$ cat config.mk
export PLATFORM = sky130hd
export DESIGN_NAME = unary_unit_arbiter
export DESIGN_NICKNAME = d
export VERILOG_FILES = /design/src/rtl/unary_ctrl_pkg.sv /design/src/rtl/rr_arbiter.sv /design/src/rtl/unary_unit_arbiter.sv
export SDC_FILE = /design/constraint.sdc
export NUM_CORES = 1
export LEC_CHECK = 0
export BUFFER_PORTS_ARGS = -buffer_cell sky130_fd_sc_hd__clkbuf_2
export CAP_MARGIN = 5
export CORE_UTILIZATION = 30
export CTS_BUF_LIST = sky130_fd_sc_hd__clkbuf_16
export CTS_CLUSTER_SIZE = 28
export DETAILED_ROUTE_END_ITERATION = 12
export PLACE_DENSITY = 0.48
export RECOVER_POWER = 25
export SLEW_MARGIN = 0
export SYNTH_ARGS = -nofsm -noshare
export SYNTH_HDL_FRONTEND = slang
export SYNTH_SLANG_ARGS = --single-unit
$ cat constraint.sdc
create_clock -name clk -period 3.1 [get_ports clk]
set_input_delay 0.31 -clock clk [delete_from_list [all_inputs] [get_ports clk]]
set_output_delay 0.31 -clock clk [all_outputs]
set_load 0.05 [all_outputs]
$ cat src/rtl/unary_ctrl_pkg.sv
// Shared types for the unary-unit arbiter: controller state encoding and
// a width helper used for requester-index ports.
package unary_ctrl_pkg;

  typedef enum logic [1:0] {
    IDLE   = 2'd0,
    CLEAR  = 2'd1,
    STREAM = 2'd2,
    DONE   = 2'd3
  } state_t;

  // Index width for n requesters, never narrower than one bit.
  function automatic int id_width(input int n);
    return (n <= 2) ? 1 : $clog2(n);
  endfunction

endpackage

$ cat src/rtl/rr_arbiter.sv
// Combinational rotating-priority arbiter: the first set request at or after
// ptr (wrapping) wins.
module rr_arbiter
  import unary_ctrl_pkg::*;
#(
  parameter int NUM_REQ  = 4,
  parameter int ID_WIDTH = id_width(NUM_REQ)
) (
  input  logic [NUM_REQ-1:0]  req,
  input  logic [ID_WIDTH-1:0] ptr,
  output logic [NUM_REQ-1:0]  gnt,
  output logic [ID_WIDTH-1:0] gnt_id,
  output logic                any
);

  int best_dist;

  // NOTE: every output of a combinational block is given a default first, so
  // no path through the block leaves a value held and no latch is inferred.
  always_comb begin
    gnt       = '0;
    gnt_id    = '0;
    any       = |req;
    best_dist = NUM_REQ;
    for (int i = 0; i < NUM_REQ; i++) begin
      // Distance of requester i from the priority pointer, going upward.
      if (req[i] && (((i + NUM_REQ - int'(ptr)) % NUM_REQ) < best_dist)) begin
        best_dist = (i + NUM_REQ - int'(ptr)) % NUM_REQ;
        gnt       = '0;
        gnt[i]    = 1'b1;
        gnt_id    = ID_WIDTH'(i);
      end
    end
  end

endmodule

$ cat src/rtl/unary_unit_arbiter.sv
// Shares one bit-serial unary unit among NUM_REQ requesters: clears the unit,
// streams INPUT_WIDTH owner bits in, forwards INPUT_WIDTH result bits tagged
// with the owner, and closes each stream with a done pulse.
module unary_unit_arbiter
  import unary_ctrl_pkg::*;
#(
  parameter int NUM_REQ     = 4,
  parameter int INPUT_WIDTH = 32,
  parameter int COUNT_WIDTH = $clog2(INPUT_WIDTH + 1),
  parameter int ID_WIDTH    = id_width(NUM_REQ),
  parameter int TIMEOUT     = 4 * INPUT_WIDTH
) (
  input  logic                clk,
  input  logic                reset,
  input  logic [NUM_REQ-1:0]  req,
  input  logic [NUM_REQ-1:0]  req_bit,
  output logic [NUM_REQ-1:0]  grant,
  output logic [NUM_REQ-1:0]  bit_take,
  output logic                out_bit,
  output logic                out_valid,
  output logic [ID_WIDTH-1:0] out_id,
  output logic                done,
  output logic                err,
  output logic                unit_reset,
  output logic                unit_ready,
  output logic                unit_a,
  input  logic                unit_valid,
  input  logic                unit_y
);

  localparam int TIMER_WIDTH = $clog2(TIMEOUT + 1);
  localparam logic [COUNT_WIDTH-1:0] CNT_MAX    = COUNT_WIDTH'(INPUT_WIDTH);
  localparam logic [COUNT_WIDTH-1:0] CNT_LAST   = COUNT_WIDTH'(INPUT_WIDTH - 1);
  localparam logic [TIMER_WIDTH-1:0] TIMER_MAX  = TIMER_WIDTH'(TIMEOUT);
  localparam logic [TIMER_WIDTH-1:0] TIMER_LAST = TIMER_WIDTH'(TIMEOUT - 1);
  localparam logic [ID_WIDTH-1:0]    ID_LAST    = ID_WIDTH'(NUM_REQ - 1);

  state_t state, state_next;

  logic [ID_WIDTH-1:0]    owner;
  logic [NUM_REQ-1:0]     owner_gnt;
  logic [ID_WIDTH-1:0]    rr_ptr;
  logic [COUNT_WIDTH-1:0] in_cnt;
  logic [COUNT_WIDTH-1:0] out_cnt;
  logic [TIMER_WIDTH-1:0] timer;
  logic                   err_q;
  logic                   out_bit_q;
  logic                   out_valid_q;

  logic [NUM_REQ-1:0]  arb_gnt;
  logic [ID_WIDTH-1:0] arb_id;
  logic                arb_any;

  logic in_stream;
  logic beat;
  logic last_beat;
  logic timed_out;

  rr_arbiter #(
    .NUM_REQ  (NUM_REQ),
    .ID_WIDTH (ID_WIDTH)
  ) u_rr_arbiter (
    .req    (req),
    .ptr    (rr_ptr),
    .gnt    (arb_gnt),
    .gnt_id (arb_id),
    .any    (arb_any)
  );

  assign in_stream = (state == STREAM);
  assign beat      = in_stream && unit_valid;
  // The beat arriving this cycle counts toward completion.
  assign last_beat = beat && (out_cnt >= CNT_LAST);
  assign timed_out = in_stream && (timer == TIMER_LAST);

  always_comb begin
    state_next = state;
    case (state)
      IDLE:    if (arb_any) state_next = CLEAR;
      CLEAR:   state_next = STREAM;
      STREAM:  if (last_beat || timed_out) state_next = DONE;
      DONE:    state_next = IDLE;
      default: state_next = IDLE;
    endcase
  end

  // NOTE: state is updated with non-blocking assignments so every register
  // samples the values from before the edge, independent of statement order.
  always_ff @(posedge clk) begin
    if (!reset) begin
      state       <= IDLE;
      owner       <= '0;
      owner_gnt   <= '0;
      rr_ptr      <= '0;
      in_cnt      <= '0;
      out_cnt     <= '0;
      timer       <= '0;
      err_q       <= 1'b0;
      out_bit_q   <= 1'b0;
      out_valid_q <= 1'b0;
    end else begin
      state       <= state_next;
      out_valid_q <= beat;
      out_bit_q   <= beat && unit_y;
      case (state)
        IDLE: begin
          if (arb_any) begin
            owner     <= arb_id;
            owner_gnt <= arb_gnt;
          end
        end
        CLEAR: begin
          in_cnt  <= '0;
          out_cnt <= '0;
          timer   <= '0;
          err_q   <= 1'b0;
        end
        STREAM: begin
          if (unit_ready) in_cnt <= in_cnt + COUNT_WIDTH'(1);
          if (beat && (out_cnt < CNT_MAX)) out_cnt <= out_cnt + COUNT_WIDTH'(1);
          if (timer < TIMER_MAX) timer <= timer + TIMER_WIDTH'(1);
          // A stream that completes on its final allowed cycle is not an error.
          if (timed_out && !last_beat) err_q <= 1'b1;
        end
        DONE: begin
          rr_ptr    <= (owner == ID_LAST) ? '0 : owner + ID_WIDTH'(1);
          owner_gnt <= '0;
        end
        default: ;
      endcase
    end
  end

  assign grant      = (state == CLEAR || in_stream) ? owner_gnt : '0;
  assign unit_ready = in_stream && (in_cnt < CNT_MAX);
  assign bit_take   = unit_ready ? owner_gnt : '0;
  assign unit_a     = unit_ready && |(req_bit & owner_gnt);
  assign out_bit    = out_bit_q;
  assign out_valid  = out_valid_q;
  assign done       = (state == DONE);
  assign err        = done && err_q;
  assign out_id     = (out_valid_q || done) ? owner : '0;
  assign unit_reset = reset && (state != CLEAR);

endmodule

==> results.toml, run 1 <==
[sta]
fin_crit_ns = 2.71
maxSlewViolCount = 0
rsz0062_at_grt = "no"
hold_viol = 0
fmax_mhz = 368
max_slew_margin_pct = 60.5
clock_skew_ns = 0.00310
tightestPinTransition_ns = 0.595
period_share_pct = 87.6
setup_violations = 0
tns_ns = 0

[floorplan]
die_w_um = 80.7
die_y_um = 80.7
rows = 28
core_region_area_mm2 = 0.00596
die-area_mm2 = 0.00651
ios = 29
start_util_pct = 31.2

[grt]
grt_max_degree = 19
first_global_vias = 1488
track_usage_pct = 13.6
antenna_found_initial = 0
grt_pass1_wl_mm = 6.92
overflow = 0

[logic_synthesis]
ys_seq_area_share_pct = 35.6
synth.avg_cell_area_um2 = 8.64
synth_edf_count = 0
synth_nets = 238
synthCells = 215
synth_seq_cells = 33
ys_types = 59
yosys_warnings = 0
async_flop_share_pct = 0
syn-cell-area_mm2 = 0.00186
synth_flop_cell = "dfxtp_1"

[clocking]
post_cts_buffers = 0
clk_pin_slew_ns = 0.05
clk_latency_ns = 0.27
hold_buffers = 0
cts_buffers = 5
cts.repair.resized = 0
clkSinkCount = 33
ctsLongestPathBuffers = 2
cts_tree = "yes"
clock-root-buffer = "clkbuf_16"
htree_levels = 2

[layout]
fill_cells = 639
synthToLayoutAreaGrowth_pct = 18.0
antenna_cells = 0
final_nets = 268
register_area_um2 = 661
final_util_pct = 36.8
drive_gt1_share_pct = 18.0
multi_input_area_mm2 = 0.00111

[worst_setup_path]
crit_type = "flip-flop to flip-flop"
worstSetupStartpointType = "flip-flop"
critPathMaxFanout = 6
crit_path_end_kind = "flip-flop"
required_ns = 3.26
cp.arrival_ns = 2.88

[placement]
portBuffers = 28
place_congestion = 0.738
hpwl_mm = 2.86

[power]
p_total_w = 0.00152
power_density_mw_per_mm2 = 694
max-vdd-ir-drop_mv = 0.272
p_leak_nw = 0.917

[job]
max_cap_viol_count = 0

[drt]
drc_errors = 0
wl_per_cell_um = 12.2
ant_nets = 0
wl_mm = 3.91
dr.first_iter.drc_count = 54
via_per_inst = 4.97
vias = 1590
dr.pass1.iters = 4

[outcome]
status = "complete, no violations"

[worst_hold_path]
hold_path_class = "input pin to flip-flop"
through the flow:
stage | worst slack, ns | area, um^2 | hold slack [ns] | std cells
after floorplan | 0.540 | 1860 | 0.427 | 215
after global placement | 0.282 | 2070 | 0.445 | 313
after detailed placement | 0.236 | 2070 | 0.444 | 313
after CTS | 0.390 | 2200 | 0.235 | 320
after global routing | 0.125 | 2190 | 0.251 | 320
final | 0.385 | 2190 | 0.240 | 320
routing by layer:
layer / routed length, um / global-route usage [%]
met5: 0 / 0
met4: 19 / 3.75
met3: 173 / 3.75
met2: 1740 / 21.8
met1: 1970 / 17.8
power breakdown:
| part | switching, W | internal, W |
|---|---|---|
| combinational | 0.000351 | 0.000190 |
| sequential | 0.0000512 | 0.000479 |
| clock | 0.000164 | 0.000287 |
placed cells by master, fill, tap and decap left out, drive strengths merged, types with 4 or more instances in the layout:
| master | instances |
|---|---|
| a21o | 4 |
| a21oi | 12 |
| a22oi | 5 |
| and2 | 13 |
| and3 | 5 |
| clkbuf | 33 |
| dfxtp | 33 |
| ha | 11 |
| inv | 11 |
| mux2i | 4 |
| nand2 | 16 |
| nand3 | 5 |
| nand4 | 6 |
| nor2 | 27 |
| o21ai | 7 |
| xor2 | 4 |
worst max-delay path, stage by stage (launching register included):
cell	delay, ns
dfxtp_1	0.34
inv_1	0.11
nand2_1	0.08
o32a_1	0.31
ha_1	0.29
o22ai_1	0.08
o21ai_1	0.29
nor2_1	0.08
a21o_1	0.16
ha_1	0.17
nor2b_1	0.17
nand2_1	0.09
a2bb2oi_2	0.17
a32o_1	0.26
registers in the layout, summed over array words and instances, names as in the netlist, 2 cells and up:
| name | flops |
|---|---|
| owner | 2 |
| state | 2 |
| rr_ptr | 2 |
| owner_gnt | 4 |
| in_cnt | 6 |
| out_cnt | 6 |
| timer | 8 |
synthesized netlist by cell type, drive strengths merged, types with 2 or more instances:
cell type | number | area, um^2
o21ai | 7 | 35.0
a21oi | 12 | 63.8
mux2 | 3 | 33.8
o21a | 3 | 22.5
a32o | 3 | 31.3
nor2 | 27 | 101
buf | 5 | 33.8
and2 | 13 | 85.1
and3 | 5 | 31.3
nand3 | 5 | 25.0
a31oi | 2 | 12.5
dfxtp | 33 | 661
nor3 | 2 | 10.0
nor2b | 2 | 12.5
nand2b | 3 | 18.8
a41oi | 2 | 17.5
mux2i | 4 | 40.0
clkbuf | 2 | 7.51
o31ai | 2 | 15.0
and2b | 2 | 15.0
a21o | 4 | 31.3
inv | 10 | 37.5
nand3b | 2 | 18.8
nand2 | 16 | 60.1
xor2 | 4 | 35.0
xnor2 | 2 | 17.5
a22oi | 5 | 42.5
ha | 11 | 138
nand4 | 6 | 37.5
final cells by class:
type / instances / share of cell area (%)
Clock buffer: 5 / 5.70
Inverter: 11 / 1.88
Sequential cell: 33 / 30.1
Clock inverter: 2 / 0.342
Tap cell: 75 / 4.28
Timing Repair Buffer: 30 / 6.85
Multi-Input combinational cell: 164 / 50.8
path summary, 6_finish.rpt:
check	cells past startpoint	end	slack, ns	from
worst max-delay path	13	owner_gnt[2]	0.39	rr_ptr[1]
worst min-delay path	2	out_bit	0.24	unit_y
worst max register to register	13	owner_gnt[2]	0.39	rr_ptr[1]
worst min register to register	2	err_q	0.45	err_q
logic make-up after synthesis:
kind of cell | share of synthesized area [%]
AND/OR/NAND/NOR | 25.7
AO/OA/AOI/OAI | 20.1
flip-flops | 35.6
buffers and inverters | 4.44
adder cells (fa/ha/maj) | 7.41
multiplexers | 3.97
XOR/XNOR | 2.83
Note: power is estimated with default switching activity, not from simulation.
==> inputs of run 2 (changes only) <==
clock period = 3.08 ns   (was 3.1 ns; I/O delays follow)
==> run 2 against run 1 <==
Compared with the run above:
- clock skew hardly changed
- clock-buffer cell count did not move
- sequential share of layout area did not move
- critical path type unchanged
==> results.toml, run 2 (synthesis results as in run 1) <==
[power]
p_leak_nw = 0.917
p_int_w = 0.000961
pwr-share-comb_pct = 35.4
power_density_mw_per_mm2 = 696
switching_share_pct = 37.0
clockPowerShare_pct = 29.5
pwr-share-seq_pct = 35.0
max-vdd-ir-drop_mv = 0.276
p_total_w = 0.00153
switching_power_w = 0.000565

[grt]
grt_max_degree = 19
track_usage_pct = 13.9
overflow = 0
first_global_vias = 1480
grt_pass1_wl_mm = 6.93
antenna_found_initial = 0

[sta]
tns_ns = 0
clock_skew_ns = 0.00358
whs_ns = 0.236
hold_viol = 0
fin_crit_ns = 2.74
fmax_mhz = 365
max_slew_margin_pct = 59.9
maxSlewViolCount = 0
period_share_pct = 89.0
tightestPinTransition_ns = 0.604
rsz0062_at_grt = "no"
setup_violations = 0

[layout]
antenna_cells = 0
fin_cells = 320
mostFrequentLayoutCells = "dfxtp_1, nor2_1, clkbuf_2"
drive_gt1_share_pct = 18.0
final_nets = 268
regMostFlops = "timer"
design_area_mm2 = 0.00219
mostFrequentLayoutCell = "dfxtp_1"
synthToLayoutAreaGrowth_pct = 18.0
largest_reg_flops = 8
top_regs = "timer x8, in_cnt x6, out_cnt x6"

[drt]
ant_nets = 0
dr.pass1.iters = 4
drc_errors = 0
wl_per_cell_um = 12.2
dr.first_iter.drc_count = 83
vias = 1589
via_per_inst = 4.97
wl_mm = 3.89

[worst_setup_path]
crit_path_end_kind = "flip-flop"
r2r-start = "rr_ptr[1]"
crit_type = "flip-flop to flip-flop"
cp.arrival_ns = 2.90
critPathMaxFanout = 6
cp-startpoint = "rr_ptr[1]"
r2r_setup_slack_ns = 0.34
required_ns = 3.24
worstSetupStartpointType = "flip-flop"

[clocking]
cts_tree = "yes"
hold_buffers = 0
cts.repair.resized = 0
clock-root-buffer = "clkbuf_16"
htree_levels = 2
cts_buffers = 5
clk_latency_ns = 0.27
post_cts_buffers = 0
clkSinkCount = 33
clk_pin_slew_ns = 0.05
ctsLongestPathBuffers = 2

[worst_hold_path]
hold_path.startpoint = "unit_y"
hold_path_class = "input pin to flip-flop"

[floorplan]
die_w_um = 80.7
die_y_um = 80.7
die-area_mm2 = 0.00651
start_util_pct = 31.2
ios = 29
core_region_area_mm2 = 0.00596
rows = 28

[placement]
hpwl_mm = 2.86
placedCellCount = 313
place_area_mm2 = 0.00207
portBuffers = 28
place_congestion = 0.736

[job]
max_cap_viol_count = 0

[outcome]
status = "complete, no violations"
run 2: worst paths after layout:
path	end	cells after the start
worst max-delay path	owner_gnt[2]	13
worst min-delay path	out_bit	2
worst max register to register	owner_gnt[2]	13
worst min register to register	err_q	2
run 2: per-stage QoR:
stage	worst slack, ns	utilization [%]
final	0.339	36.8
after global routing	0.0700	36.8
after CTS	0.345	36.9
after detailed placement	0.208	34.7
after global placement	0.264	34.7
after floorplan	0.522	-
run 2: power groups by stage:
stage               Combinational [W]  Clock (W)  Sequential [W]
finish                       0.000541   0.000451        0.000535
global route                 0.000611   0.000488        0.000544
CTS                          0.000548   0.000471        0.000536
detailed placement           0.000547          0        0.000544
global placement             0.000548          0        0.000545
floorplan                    0.000431          0        0.000538
run 2: worst max-delay path, cell delays in order, from the launching register on:
cell       delay (ns)
dfxtp_1          0.34
inv_1            0.11
nand2_1          0.08
o32a_1           0.32
ha_1             0.30
o22ai_1          0.08
o21ai_1          0.29
nor2_1           0.08
a21o_1           0.16
ha_1             0.17
nor2b_1          0.18
nand2_1          0.09
a2bb2oi_2        0.17
a32o_1           0.26
run 2: final cells by class:
cell class | instances | area, um^2
multi-input cells | 164 | 1110
clock buffers | 5 | 125
fillers | 636 | 3760
repair buffers | 30 | 150
well taps | 75 | 93.8
flip-flops and latches | 33 | 661
clock inverters | 2 | 7.51
inverters | 11 | 41.3
run 2: per-layer routing:
layer / part of all wire, % / GRT usage (%) / up-vias
li1: - / - / 835
met1: 50 / 17.6 / 721
met2: 44 / 21.9 / 26
met3: 3.9 / 3.30 / 7
met4: 1.9 / 6.43 / 0
met5: 0 / 0 / -
==> inputs of run 3 (changes only) <==
CORE_UTILIZATION = 35   (was 30)
PLACE_DENSITY = 0.54   (was 0.48)
==> run 3 against run 2 <==
Compared with the run above:
- die area fell by 14%
- setup slack got worse by 0.011 ns
- non-clock buffer count did not move
- sequential share of layout area rose by 0.069 points
- final area fell by 0.23%
- critical path depth did not move
- via count fell by 1.4%
- first-iteration DRC count fell by 47%
- register-to-register slack barely moved
- highest routed layer unchanged
- clock skew barely moved
- core utilization rose by 6.0 points
- sequential power barely moved
- largest power group unchanged
==> results.toml, run 3 (synthesis results as in run 1) <==
[outcome]
status = "complete, no violations"

[worst_setup_path]
worstSetupStartpointType = "flip-flop"
required_ns = 3.24
crit_type = "flip-flop to flip-flop"
crit_path_max_incr_delay_ns = 0.34
cp.depth = 13
crit_chain = "inv_1, nand2_1, o32a_1, ha_1, o22ai_1, o21ai_1, nor2_1, a21o_1, ha_1, nor2b_1, nand2_1, a2bb2oi_2, a32o_1"
reg2reg_to = "owner_gnt[2]"
crit_path_end_kind = "flip-flop"
rr_worst_depth = 13
cp_slowest_cell = "dfxtp_1"
timing.critical_path.buf_inv = 1
crit_end = "owner_gnt[2]"
cp-startpoint = "rr_ptr[1]"
critPathMaxFanout = 6
r2r_setup_slack_ns = 0.33
cp.arrival_ns = 2.92
r2r-start = "rr_ptr[1]"
crit_family = "compound AO/OA/AOI/OAI gates"

[layout]
largest_reg_flops = 8
fill_cells = 532
mostFrequentLayoutCell = "dfxtp_1"
regMostFlops = "timer"
antenna_cells = 0
final_nets = 268
top_regs = "timer x8, in_cnt x6, out_cnt x6"
mostFrequentLayoutCells = "dfxtp_1, nor2_1, clkbuf_2"
synthToLayoutAreaGrowth_pct = 17.8
drive_gt1_share_pct = 18.4

[clocking]
clkSinkCount = 33
ctsLongestPathBuffers = 2
cts.repair.resized = 0
clock-root-buffer = "clkbuf_16"
hold_buffers = 0
cts_tree = "yes"
cts_buffers = 5
clk_latency_ns = 0.27
htree_levels = 2
post_cts_buffers = 0
clk_pin_slew_ns = 0.05

[sta]
tightestPinTransition_ns = 0.593
clock_skew_ns = 0.00325
rsz0062_at_grt = "no"
fmax_mhz = 363
max_slew_margin_pct = 60.6
fin_ws_ns = 0.328
whs_ns = 0.234
fin_crit_ns = 2.75
setup_violations = 0
tns_ns = 0
maxSlewViolCount = 0
period_share_pct = 89.4
hold_viol = 0

[floorplan]
die_w_um = 74.9
die_y_um = 74.9
ios = 29
die-area_mm2 = 0.00560
start_util_pct = 36.4
rows = 26
core_region_area_mm2 = 0.00511

[grt]
overflow = 0
first_global_vias = 1419
antenna_found_initial = 0
track_usage_pct = 14.8
grt_pass1_wl_mm = 6.28
grt_max_degree = 18

[drt]
vias = 1567
dr.first_iter.drc_count = 44
wl_mm = 3.84
ant_nets = 0
dr.pass1.iters = 4
via_per_inst = 4.97
wl_per_cell_um = 12.2
drc_errors = 0

[placement]
place_congestion = 0.786
hpwl_mm = 2.77
dp_slack_ns = 0.214
portBuffers = 28

[worst_hold_path]
hold_path.startpoint = "unit_y"
hold_path_class = "input pin to flip-flop"

[power]
power_density_mw_per_mm2 = 702
pwr-share-comb_pct = 35.6
switching_power_w = 0.000573
switching_share_pct = 37.3
p_int_w = 0.000963
clockPowerShare_pct = 29.7
max-vdd-ir-drop_mv = 0.296
pwr-share-seq_pct = 34.8
p_leak_nw = 0.920

[job]
max_cap_viol_count = 0
run 3: cell counts in the layout (fill, tap and decap cells not counted):
No cell type changed its count.
run 3: worst min path at each step:
stage	end	slack [ns]	cells past startpoint
detailed placement	err_q	0.44	2
finish	out_bit	0.23	2
global placement	err_q	0.44	2
floorplan	owner_gnt[3]	0.43	2
CTS	out_bit	0.23	2
global route	out_bit	0.24	2
run 3: worst register-to-register path, delay by kind of cell, from the launching register on:
family | cells | cell delay, ns
and+or+nand+nor | 4 | 0.42
buffers and inverters | 1 | 0.12
DFF | 1 | 0.34
adders and majority gates | 2 | 0.47
AOI/OAI and AO/OA | 6 | 1.30
run 3: area by class of cell:
type                       count  area [um^2]  area share [%]
multi-input combinational    164         1110            50.9
sequential                    33          661            30.2
timing repair buffer          30          151            6.92
clock buffer                   5          125            5.72
clock inverter                 2         7.51           0.343
tap                           70         87.6            4.00
inverter                      11         41.3            1.89
run 3: per-layer routing:
metal / up-vias / wire length, um / part of all wire (%) / GRT usage [%]
met5: - / 0 / 0 / 0
met4: 0 / 22 / 0.57 / 4.40
met3: 2 / 141 / 3.7 / 4.42
met2: 28 / 1740 / 45 / 23.9
met1: 709 / 1940 / 50 / 19.1
li1: 828 / - / - / -
run 3: through the flow:
stage	std cells	area [um^2]	util [%]	total power [W]
detailed placement	308	2060	40.3	0.00109
floorplan	215	1860	-	0.000969
finish	315	2190	42.8	0.00154
global route	315	2190	42.8	0.00164
CTS	315	2190	42.9	0.00155
global placement	308	2060	40.3	0.00109
run 3: power groups by stage:
stage                     Combinational [W]  Clock [W]  Sequential [W]
after floorplan                    0.000431          0        0.000538
after global placement             0.000546          0        0.000543
after detailed placement           0.000548          0        0.000541
after CTS                          0.000551   0.000468        0.000534
after global routing               0.000608   0.000492        0.000541
final                              0.000546   0.000456        0.000534
